<file path="config.mk">
export PLATFORM = sky130hd
export DESIGN_NAME = regfile_arbiter
export DESIGN_NICKNAME = d
export VERILOG_FILES = /design/src/rtl/dcmctrl_pkg.sv /design/src/rtl/regfile_arbiter_rr_prio_pick.sv /design/src/rtl/regfile_arbiter.sv
export SDC_FILE = /design/constraint.sdc
export NUM_CORES = 1
export LEC_CHECK = 0
export CAP_MARGIN = 30
export CORE_ASPECT_RATIO = 1.1
export CORE_UTILIZATION = 56
export DETAILED_ROUTE_END_ITERATION = 7
export PLACE_DENSITY = 0.75
export SLEW_MARGIN = 15
export SYNTH_ARGS = -nofsm -noshare
export SYNTH_HDL_FRONTEND = slang
export SYNTH_SLANG_ARGS = --single-unit
export TNS_END_PERCENT = 5
</file>
<file path="constraint.sdc">
create_clock -name clk -period 5.6 [get_ports clk]
set_clock_uncertainty 0.05 [all_clocks]
set_input_delay 0.84 -clock clk [delete_from_list [all_inputs] [get_ports clk]]
set_output_delay 0.84 -clock clk [all_outputs]
set_load 0.03 [all_outputs]
</file>
<file path="src/rtl/dcmctrl_pkg.sv">
// Shared definitions for the motor-control register file and its access arbiter.
package dcmctrl_pkg;

  localparam int REG_AW    = 7;
  localparam int REG_DW    = 8;
  localparam int REG_DEPTH = 128;

  localparam int REQ_SPI  = 0;
  localparam int REQ_MC   = 1;
  localparam int REQ_HOME = 2;

  typedef enum logic {
    CLEAR = 1'b0,
    RUN   = 1'b1
  } arb_state_e;

endpackage

</file>
<file path="src/rtl/regfile_arbiter_rr_prio_pick.sv">
// Combinational round-robin picker over requesters 1..N-1: first set mask bit
// at or after ptr, wrapping back to index 1. Bit 0 is never picked.
module rr_prio_pick #(
  parameter int N  = 3,
  parameter int PW = $clog2(N)
) (
  input  logic [N-1:0]  mask,
  input  logic [PW-1:0] ptr,
  output logic [N-1:0]  pick
);

  logic found_s;
  logic hit_s;

  // Two passes: upper segment [ptr, N-1] first, then the wrapped segment from 1.
  always_comb begin
    pick    = '0;
    found_s = 1'b0;
    hit_s   = 1'b0;
    for (int j = 1; j < N; j++) begin
      hit_s   = ~found_s & mask[j] & (j >= int'(ptr));
      pick[j] = hit_s;
      found_s = found_s | hit_s;
    end
    for (int j = 1; j < N; j++) begin
      hit_s   = ~found_s & mask[j];
      pick[j] = pick[j] | hit_s;
      found_s = found_s | hit_s;
    end
  end

endmodule

</file>
<file path="src/rtl/regfile_arbiter.sv">
// 128x8 motor-control register file with a priority SPI port, round-robin
// background requesters, starvation aging and zero-fill after reset.
module regfile_arbiter
  import dcmctrl_pkg::*;
#(
  parameter int N_REQ    = 3,
  parameter int MAX_WAIT = 15,
  parameter int DEPTH    = REG_DEPTH
) (
  input  logic                    clk,
  input  logic                    reset,
  input  logic [N_REQ-1:0]        req,
  input  logic [N_REQ-1:0]        we,
  input  logic [N_REQ*REG_AW-1:0] addr,
  input  logic [N_REQ*REG_DW-1:0] wdata,
  output logic [N_REQ-1:0]        gnt,
  output logic [N_REQ-1:0]        rvalid,
  output logic [REG_DW-1:0]       rdata,
  output logic                    init_done
);

  localparam int AW = REG_AW;
  localparam int DW = REG_DW;
  localparam int PW = $clog2(N_REQ);
  localparam int WW = $clog2(MAX_WAIT + 1);

  arb_state_e       state_r;
  arb_state_e       state_nxt_s;
  logic [AW-1:0]    clear_addr_r;
  logic             init_done_r;
  logic [PW-1:0]    ptr_r;
  logic [PW-1:0]    ptr_nxt_s;
  logic [WW-1:0]    wait_r [N_REQ];
  logic [DW-1:0]    mem_r [DEPTH];
  logic [N_REQ-1:0] starve_mask_s;
  logic [N_REQ-1:0] norm_mask_s;
  logic [N_REQ-1:0] starve_pick_s;
  logic [N_REQ-1:0] norm_pick_s;
  logic [N_REQ-1:0] gnt_s;
  logic [N_REQ-1:0] rvalid_r;
  logic [DW-1:0]    rdata_r;
  logic [AW-1:0]    sel_addr_s;
  logic [DW-1:0]    sel_wdata_s;
  logic             sel_we_s;
  logic             xfer_s;

  // Candidate sets for the aging override and for plain round-robin.
  always_comb begin
    starve_mask_s = '0;
    norm_mask_s   = '0;
    for (int i = 1; i < N_REQ; i++) begin
      norm_mask_s[i]   = req[i];
      starve_mask_s[i] = req[i] & (wait_r[i] == WW'(MAX_WAIT));
    end
  end

  rr_prio_pick #(.N(N_REQ), .PW(PW)) u_pick_starve (
    .mask (starve_mask_s),
    .ptr  (ptr_r),
    .pick (starve_pick_s)
  );

  rr_prio_pick #(.N(N_REQ), .PW(PW)) u_pick_norm (
    .mask (norm_mask_s),
    .ptr  (ptr_r),
    .pick (norm_pick_s)
  );

  // Grant: starving background port, else SPI, else round-robin.
  always_comb begin
    gnt_s = '0;
    if (reset || (state_r != RUN)) begin
      gnt_s = '0;
    end else if (|starve_mask_s) begin
      gnt_s = starve_pick_s;
    end else if (req[REQ_SPI]) begin
      gnt_s[REQ_SPI] = 1'b1;
    end else begin
      gnt_s = norm_pick_s;
    end
  end

  // One-hot grant steers the granted requester's command onto the array port.
  always_comb begin
    sel_addr_s  = '0;
    sel_wdata_s = '0;
    sel_we_s    = 1'b0;
    for (int i = 0; i < N_REQ; i++) begin
      sel_addr_s  = sel_addr_s  | (addr[i*AW +: AW]  & {AW{gnt_s[i]}});
      sel_wdata_s = sel_wdata_s | (wdata[i*DW +: DW] & {DW{gnt_s[i]}});
      sel_we_s    = sel_we_s    | (we[i] & gnt_s[i]);
    end
    xfer_s = |(req & gnt_s);
  end

  // Pointer moves past a served background requester; SPI grants leave it alone.
  always_comb begin
    ptr_nxt_s = ptr_r;
    for (int i = 1; i < N_REQ; i++) begin
      ptr_nxt_s = gnt_s[i] ? ((i == N_REQ - 1) ? PW'(1) : PW'(i + 1)) : ptr_nxt_s;
    end
  end

  // FSM next state: leave CLEAR after the last address has been zeroed.
  always_comb begin
    state_nxt_s = state_r;
    case (state_r)
      CLEAR: begin
        if (clear_addr_r == AW'(DEPTH - 1)) begin
          state_nxt_s = RUN;
        end else begin
          state_nxt_s = CLEAR;
        end
      end
      RUN:     state_nxt_s = RUN;
      default: state_nxt_s = CLEAR;
    endcase
  end

  // FSM state, fill address and init_done.
  always_ff @(posedge clk) begin
    if (reset) begin
      state_r      <= CLEAR;
      clear_addr_r <= '0;
      init_done_r  <= 1'b0;
    end else begin
      state_r      <= state_nxt_s;
      clear_addr_r <= (state_r == CLEAR) ? clear_addr_r + 1'b1 : clear_addr_r;
      init_done_r  <= (state_nxt_s == RUN);
    end
  end

  // Arbiter state and registered read return.
  always_ff @(posedge clk) begin
    if (reset) begin
      ptr_r    <= PW'(1);
      rvalid_r <= '0;
      rdata_r  <= '0;
      for (int i = 0; i < N_REQ; i++) begin
        wait_r[i] <= '0;
      end
    end else begin
      ptr_r     <= ptr_nxt_s;
      rvalid_r  <= gnt_s & req & ~we;
      wait_r[0] <= '0;
      if (xfer_s && !sel_we_s) begin
        rdata_r <= mem_r[sel_addr_s];
      end
      for (int i = 1; i < N_REQ; i++) begin
        if (gnt_s[i] || !req[i]) begin
          wait_r[i] <= '0;
        end else if (wait_r[i] != WW'(MAX_WAIT)) begin
          wait_r[i] <= wait_r[i] + 1'b1;
        end
      end
    end
  end

  // Storage: zero-fill port during CLEAR, arbitrated writes during RUN.
  always_ff @(posedge clk) begin
    if (state_r == CLEAR) begin
      mem_r[clear_addr_r] <= '0;
    end else if (xfer_s && sel_we_s) begin
      mem_r[sel_addr_s] <= sel_wdata_s;
    end
  end

  assign gnt       = gnt_s;
  assign rvalid    = rvalid_r;
  assign rdata     = rdata_r;
  assign init_done = init_done_r;

endmodule

</file>
## Word level (Yosys, flattened, before mapping)

Memories as Yosys holds them, arrays and structs flattened. A register that Yosys moved wholly into a read port is not among the register bits.
Cells that the tools add are included.

| cells by class | value |
|---|---|
| bitwise logic cells | 50 |
| $lt $le $gt $ge | 2 |
| equality and inequality tests | 5 |
| $add $sub $neg | 3 |
| reduce and logical (&&, ||, !) cells | 12 |
| multiplexer cells | 35 |

Operators with widths:

| cell | count |
|---|---|
| 8-bit bitwise AND | 3 |
| 1-bit 2-to-1 mux | 24 |
| 7-bit bitwise AND | 3 |
| 4-bit 2-to-1 mux | 5 |
| 8-bit OR | 2 |
| 1-bit bitwise AND | 15 |
| 1-bit OR | 15 |
| 7-bit OR | 2 |
| 4-bit by 1-bit adder with 4-bit output, second input constant | 2 |
| 4-bit == test, second input constant | 2 |
| 8-bit 2-to-1 mux | 1 |
| 4-bit inequality test, second input constant | 2 |
| 8-bit OR reduction | 1 |
| 7-bit by 1-bit adder with 7-bit output, second input constant | 1 |
| 7-bit == test, second input constant | 1 |
| 7-bit 2-to-1 mux | 1 |
| 1-bit NOT | 7 |
| 3-bit bitwise AND | 2 |
| 3-bit 2-to-1 mux | 2 |
| 2-bit OR reduction | 2 |
| 1-bit logical NOT | 3 |
| 1-bit logical OR | 3 |
| 3-bit NOT | 1 |
| 3-bit OR reduction | 1 |
| other kinds (5) | 6 |

| storage, ports and cells | value |
|---|---|
| output and inout port bits | 15 |
| logic and storage cells | 113 |
| bits in writable memories | 1036 |
| input bits | 53 |
| flip-flop bits (word level) | 13 |
| memories kept | 2 |

Memory list:

| name | words | width | rd ports | clocked after Yosys merged registers in | write ports | line | RTL |
|---|---|---|---|---|---|---|---|
| mem_r | 128 | 8 | 1 | 1 | 1 | regfile_arbiter.sv:34 | `logic [DW-1:0] mem_r [DEPTH];` |
| wait_r | 3 | 4 | 2 | 0 | 3 | regfile_arbiter.sv:33 | `logic [WW-1:0] wait_r [N_REQ];` |

## Longest topological paths before layout

An unclocked memory read counts as a cell.

| depth | value |
|---|---|
| depth in word-level cells | 25 |
| depth in mapped cells | 16 |
| depth with buffers taken out | 11 |

## Modules after synthesis

Synthesis repeated with hierarchy kept, for this count alone.

| second synthesis, totals | value |
|---|---|
| cell total of the unflattened synthesis | 3104 |
| area total of the unflattened synthesis | 42474.5 um^2 |

Modules (own cells, without submodules):

| module | cells an instance | area an instance (um^2) | seq. area each (um^2) | instances |
|---|---|---|---|---|
| regfile_arbiter | 3092 | 42391.9 | 31410.1 | 1 |
| rr_prio_pick | 6 | 41.3 | 0.0 | 2 |

## Least setup slack after synthesis

OpenSTA, ideal clock, no wires.

| timing | value |
|---|---|
| kind | input-to-reg |
| start | in req[2] |
| end | mem mem_r[0][2] in the netlist's numbering (data pin) |
| path buffers | 2 |
| stages on the path | 7 |
| setup time | 0.798 ns |
| slack | -0.686 ns |
| data required time | 4.752 ns |
| data arrival time | 5.438 ns |
| cells stage by stage | and4_1 -> a21o_2 -> a21oi_4 -> buf_2 -> buf_1 -> a222oi_1 -> nor2_1 |

| between the ends | value |
|---|---|
| elaborated cells between the ends (all ways) | 43 |

RTL lines:

| element | line | RTL |
|---|---|---|
| start: declaration | regfile_arbiter.sv:12 | `input logic [N_REQ-1:0] req,` |
| 1-bit bitwise AND, on equally long branches | regfile_arbiter_rr_prio_pick.sv:21, regfile_arbiter.sv:53 |  |
| 1-bit bitwise AND | regfile_arbiter_rr_prio_pick.sv:21 | `hit_s = ~found_s & mask[j] & (j >= int'(ptr));` |
| 1-bit OR / 1-bit bitwise AND (equally long branches) | regfile_arbiter_rr_prio_pick.sv:23, regfile_arbiter_rr_prio_pick.sv:21 |  |
| 1-bit NOT / 1-bit OR (equally long branches) | regfile_arbiter_rr_prio_pick.sv:26, regfile_arbiter_rr_prio_pick.sv:23 |  |
| 1-bit bitwise AND / 1-bit NOT (equally long branches) | regfile_arbiter_rr_prio_pick.sv:26 | `hit_s = ~found_s & mask[j];` |
| 1-bit OR / 1-bit bitwise AND (equally long branches) | regfile_arbiter_rr_prio_pick.sv:27, regfile_arbiter_rr_prio_pick.sv:26 |  |
| 2-bit 2-to-1 mux / 1-bit OR (equally long branches) | regfile_arbiter.sv:76, regfile_arbiter_rr_prio_pick.sv:27 |  |
| 3-bit 2-to-1 mux * | regfile_arbiter.sv:74 | `end else if (\|starve_mask_s) begin` |
| [1 not listed] | n/a |  |
| named net gnt[1] | regfile_arbiter.sv:16 | `output logic [N_REQ-1:0] gnt,` |
| 1-bit bitwise AND | regfile_arbiter.sv:91 | `sel_we_s = sel_we_s \| (we[i] & gnt_s[i]);` |
| 1-bit OR (2 in a row) | regfile_arbiter.sv:91 |  |
| 1-bit logical AND | regfile_arbiter.sv:163 | `end else if (xfer_s && sel_we_s) begin` |
| 1-bit 2-to-1 mux | regfile_arbiter.sv:163 |  |
| 1-bit 2-to-1 mux | regfile_arbiter.sv:161 | `if (state_r == CLEAR) begin` |
| 1-bit 2-to-1 mux (not written as such) | regfile_arbiter.sv:164 | `mem_r[sel_addr_s] <= sel_wdata_s;` |
| 8-bit OR reduction (no source line) | n/a |  |
| 8-bit 2-to-1 mux (no source line) * | n/a |  |
| end: declaration | regfile_arbiter.sv:34 |  |

Mark *: on every way through the listed nets, which the timed path passes. The rest lies on a longest branch.

## Worst setup path in the final report

| timing | value |
|---|---|
| start | in reset |
| end | reg rdata_r[4], in the netlist rdata[4] (read register of mem_r) |

| between the ends | value |
|---|---|
| cells in the longest elaborated chain, start to end | 7 |
| elaborated cells between the ends (all ways) | 16 |

Ends and longest elaborated chain:

| element | line | RTL |
|---|---|---|
| start: declaration | regfile_arbiter.sv:11 | `input logic reset,` |
| 1-bit logical OR | regfile_arbiter.sv:72 | `if (reset \|\| (state_r != RUN)) begin` |
| 3-bit 2-to-1 mux | regfile_arbiter.sv:72 |  |
| 1-bit bitwise AND | regfile_arbiter.sv:91 |  |
| 1-bit OR (2 in a row) | regfile_arbiter.sv:91 |  |
| 1-bit logical NOT | regfile_arbiter.sv:146 | `if (xfer_s && !sel_we_s) begin` |
| 1-bit logical AND | regfile_arbiter.sv:146 |  |
| end: declaration | regfile_arbiter.sv:41 | `logic [DW-1:0] rdata_r;` |

Several ways; a longest one is shown, not always the timed one.
A chain may end at the register's enable or synchronous reset.

==> reports/results.ini <==
[outcome]
outcome = finished with violations
violations = design-rule violations

[synthesis]
yosysTopAreaCellShare = 0.721
async_reset_ff_frac = 0
synth.most_common_cell = edfxtp_1
synth_area_leaders = edfxtp_1 (72%), nand2_1 (7.1%), nand3_1 (3.8%)
ys_seq_elements = 1053
syn-num-nets = 3258
synth_edf_count = 1032
ys_seq_area_frac = 0.731
ys.flop_type = edfxtp_1
synthTopCellsByCount = edfxtp_1 (1032), nand2_1 (815), nand3_1 (323)
syn_area_per_cell_um2 = 13.4
syn_area_mm2 = 0.0430
synth_cell_types = 80
syn_inst = 3202
yosys.area.top_type = edfxtp_1
synth-warning-count = 0

[clocking]
cts_resized = 0
cts_root_buf = clkbuf_16
path_clk_slew_ns = 0.06
cts_buffers = 99
hold_buffers = 0
cts_tree = done
worstSkewPairLatency_ns = 0.68
clockBufferDepth = 3
htree_levels = 3
cts_setup_buffers = 0
clock-sinks = 1053

[setup_path]
cp.required_ns = 6.14
endpoint_kind = flip-flop
critPathArrivalTime_ns = 5.37
worst_path_dominant_cell_family = compound AO/OA/AOI/OAI gates
worstPathCellList = clkdlybuf4s50_1 > nand2b_1 > a2111oi_4 > o21a_4 > a221o_4 > buf_4 > buf_4 > nand2_1 > nand3_1 > nand3_1 > a311oi_1 > o311ai_1 > a211oi_2
crit_fanout = 40
crit_slowest_cell = a311oi_1
start_kind = primary input
path_class = in -> reg
critPathBufInv = 3
max_stage_delay_ns = 0.61

[die]
start_util = 0.566
ios = 68
dieWidth_um = 266
die_area_mm2 = 0.0779
fp.dieH_um = 293
core-area_mm2 = 0.0760
placementRows = 106

[finish]
fin_area_mm2 = 0.0488
drive_gt1_frac = 0.111
instances_no_fill = 4442
num_antenna_cells = 0
fin_nets = 3389
synthToLayoutAreaGrowth_pct = 13.6

[place]
portBuffers = 67
post-place-ws_ns = 0.322
dp_hpwl_mm = 70.2
gp_congestion = 0.964
post_dp_cell_area_mm2 = 0.0454
numPlacedInstances = 4257

[grt]
track_usage = 0.295
overflow = 0
grt_pass1_vias = 27135
antenna_found_initial = 1
grt_pass1_wl_mm = 171
grt_max_degree = 129

[routing]
antenna_left = 0
routed_wl_mm = 114
dr_total_vias = 28105
wl_per_cell_um = 25.7
drt_iter0_drc = 4004
dr.pass1.iters = 8
viasPerCell = 6.33
drc = 19

[flow_run]
cap_violations = 0

[min_path]
hp-class = reg -> reg

[sta]
setup_viol_count_final = 0
hold_violations = 0
drv_slew = 0
relSlewSlack = 0.377
rsz0062_at_grt = no
fin_ws_ns = 0.769
worstMarginPinSlew_ns = 0.929
min_period_over_period = 0.863
period_needed_ns = 4.83
clock.fmax_mhz = 207

[power]
power_per_cell_area_mw_per_mm2 = 320
ir_drop_mv = 0.309
p_total_uw = 15600
p_leak_uw = 0.0173

==> worst reg2reg max path, stage by stage, from the launching register on <==
cell       delay, ns
dfxtp_1         0.70
nand2b_1        0.28
a2111oi_4       0.45
o21a_4          0.42
a221o_4         0.44
buf_4           0.28
buf_4           0.42
nand2_1         0.14
nand3_1         0.10
nand3_1         0.16
a311oi_1        0.61
o311ai_1        0.41
a211oi_2        0.27
==> path summary, 6_finish.rpt <==
path                                             from                    end  depth (start not counted)  slack, ns
worst min register to register  ptr_r[0]$_SDFFE_PP1N_  ptr_r[0]$_SDFFE_PP1N_                          2       0.47
worst max register to register   init_done$_SDFF_PP0_  rdata[4]$_SDFFE_PP0P_                         12       0.78
worst min-delay path            ptr_r[0]$_SDFFE_PP1N_  ptr_r[0]$_SDFFE_PP1N_                          2       0.47
worst max-delay path                            reset  rdata[4]$_SDFFE_PP0P_                         13       0.77
==> layout make-up <==
| class | count | area, µm² |
|---|---|---|
| multi-input combinational | 1955 | 10700 |
| clock buffer | 126 | 2680 |
| sequential | 1053 | 31400 |
| inverter | 6 | 22.5 |
| timing repair buffer | 218 | 2070 |
| tap | 1026 | 1280 |
| fill | 5296 | 27200 |
| clock inverter | 58 | 686 |
==> report_power, final <==
part	internal, µW	leakage (µW)	switching (µW)
logic	66.2	0.00468	99.5
registers	8540	0.0110	9.37
clock network	4010	0.00164	2890
total	12600	0.0173	3000
==> cells in the final DEF, fill, tap and decap left out, types with 14 or more instances in the layout <==
master	Yosys	layout
mux2i_1	76	76
nand4_1	14	14
nor3_1	27	27
o21ai_0	26	26
a311oi_1	24	24
buf_12	3	20
mux4_2	28	28
buf_4	17	130
a211oi_1	22	22
o22ai_1	14	14
clkinv_2	0	20
clkdlybuf4s50_1	0	67
nand3_1	323	321
a21oi_1	126	126
nand2_1	815	815
edfxtp_1	1032	1032
a22oi_1	16	16
nor2_1	182	174
clkbuf_16	0	102
clkbuf_1	62	20
and4_1	15	15
and3_1	34	32
dfxtp_1	21	21
==> metal layers <==
layer	vias up	global-route usage	wire length (µm)
li1	12184	-	-
met1	13855	0.400	42800
met2	1734	0.478	55100
met3	330	0.0525	11500
met4	2	0.114	4900
met5	-	0	18
==> flip-flops by register name, indices dropped and copies added, names as in the netlist <==
register	flops
mem_r	1024
wait_r	8
clear_addr_r	7
init_done	1
ptr_r	2
rvalid	3
rdata	8
==> kinds of logic after synthesis <==
group,share of synthesized area
AOI/OAI and AO/OA,0.0601
muxes,0.0340
and+or+nand+nor,0.149
DFF,0.731
buffers and inverters,0.0236
xor gates and xnor gates,0.00183
adders and majority gates,0.000873
==> through the flow <==
stage,TNS (ns),util,hold slack [ns]
6_report,0,0.643,0.467
2_1_floorplan,-218.12,-,0.417
3_5_place_dp,0,0.598,0.448
5_1_grt,0,0.643,0.517
3_3_place_gp,0,0.598,0.438
4_1_cts,0,0.642,0.463
Power figures use the tool's default switching activity.
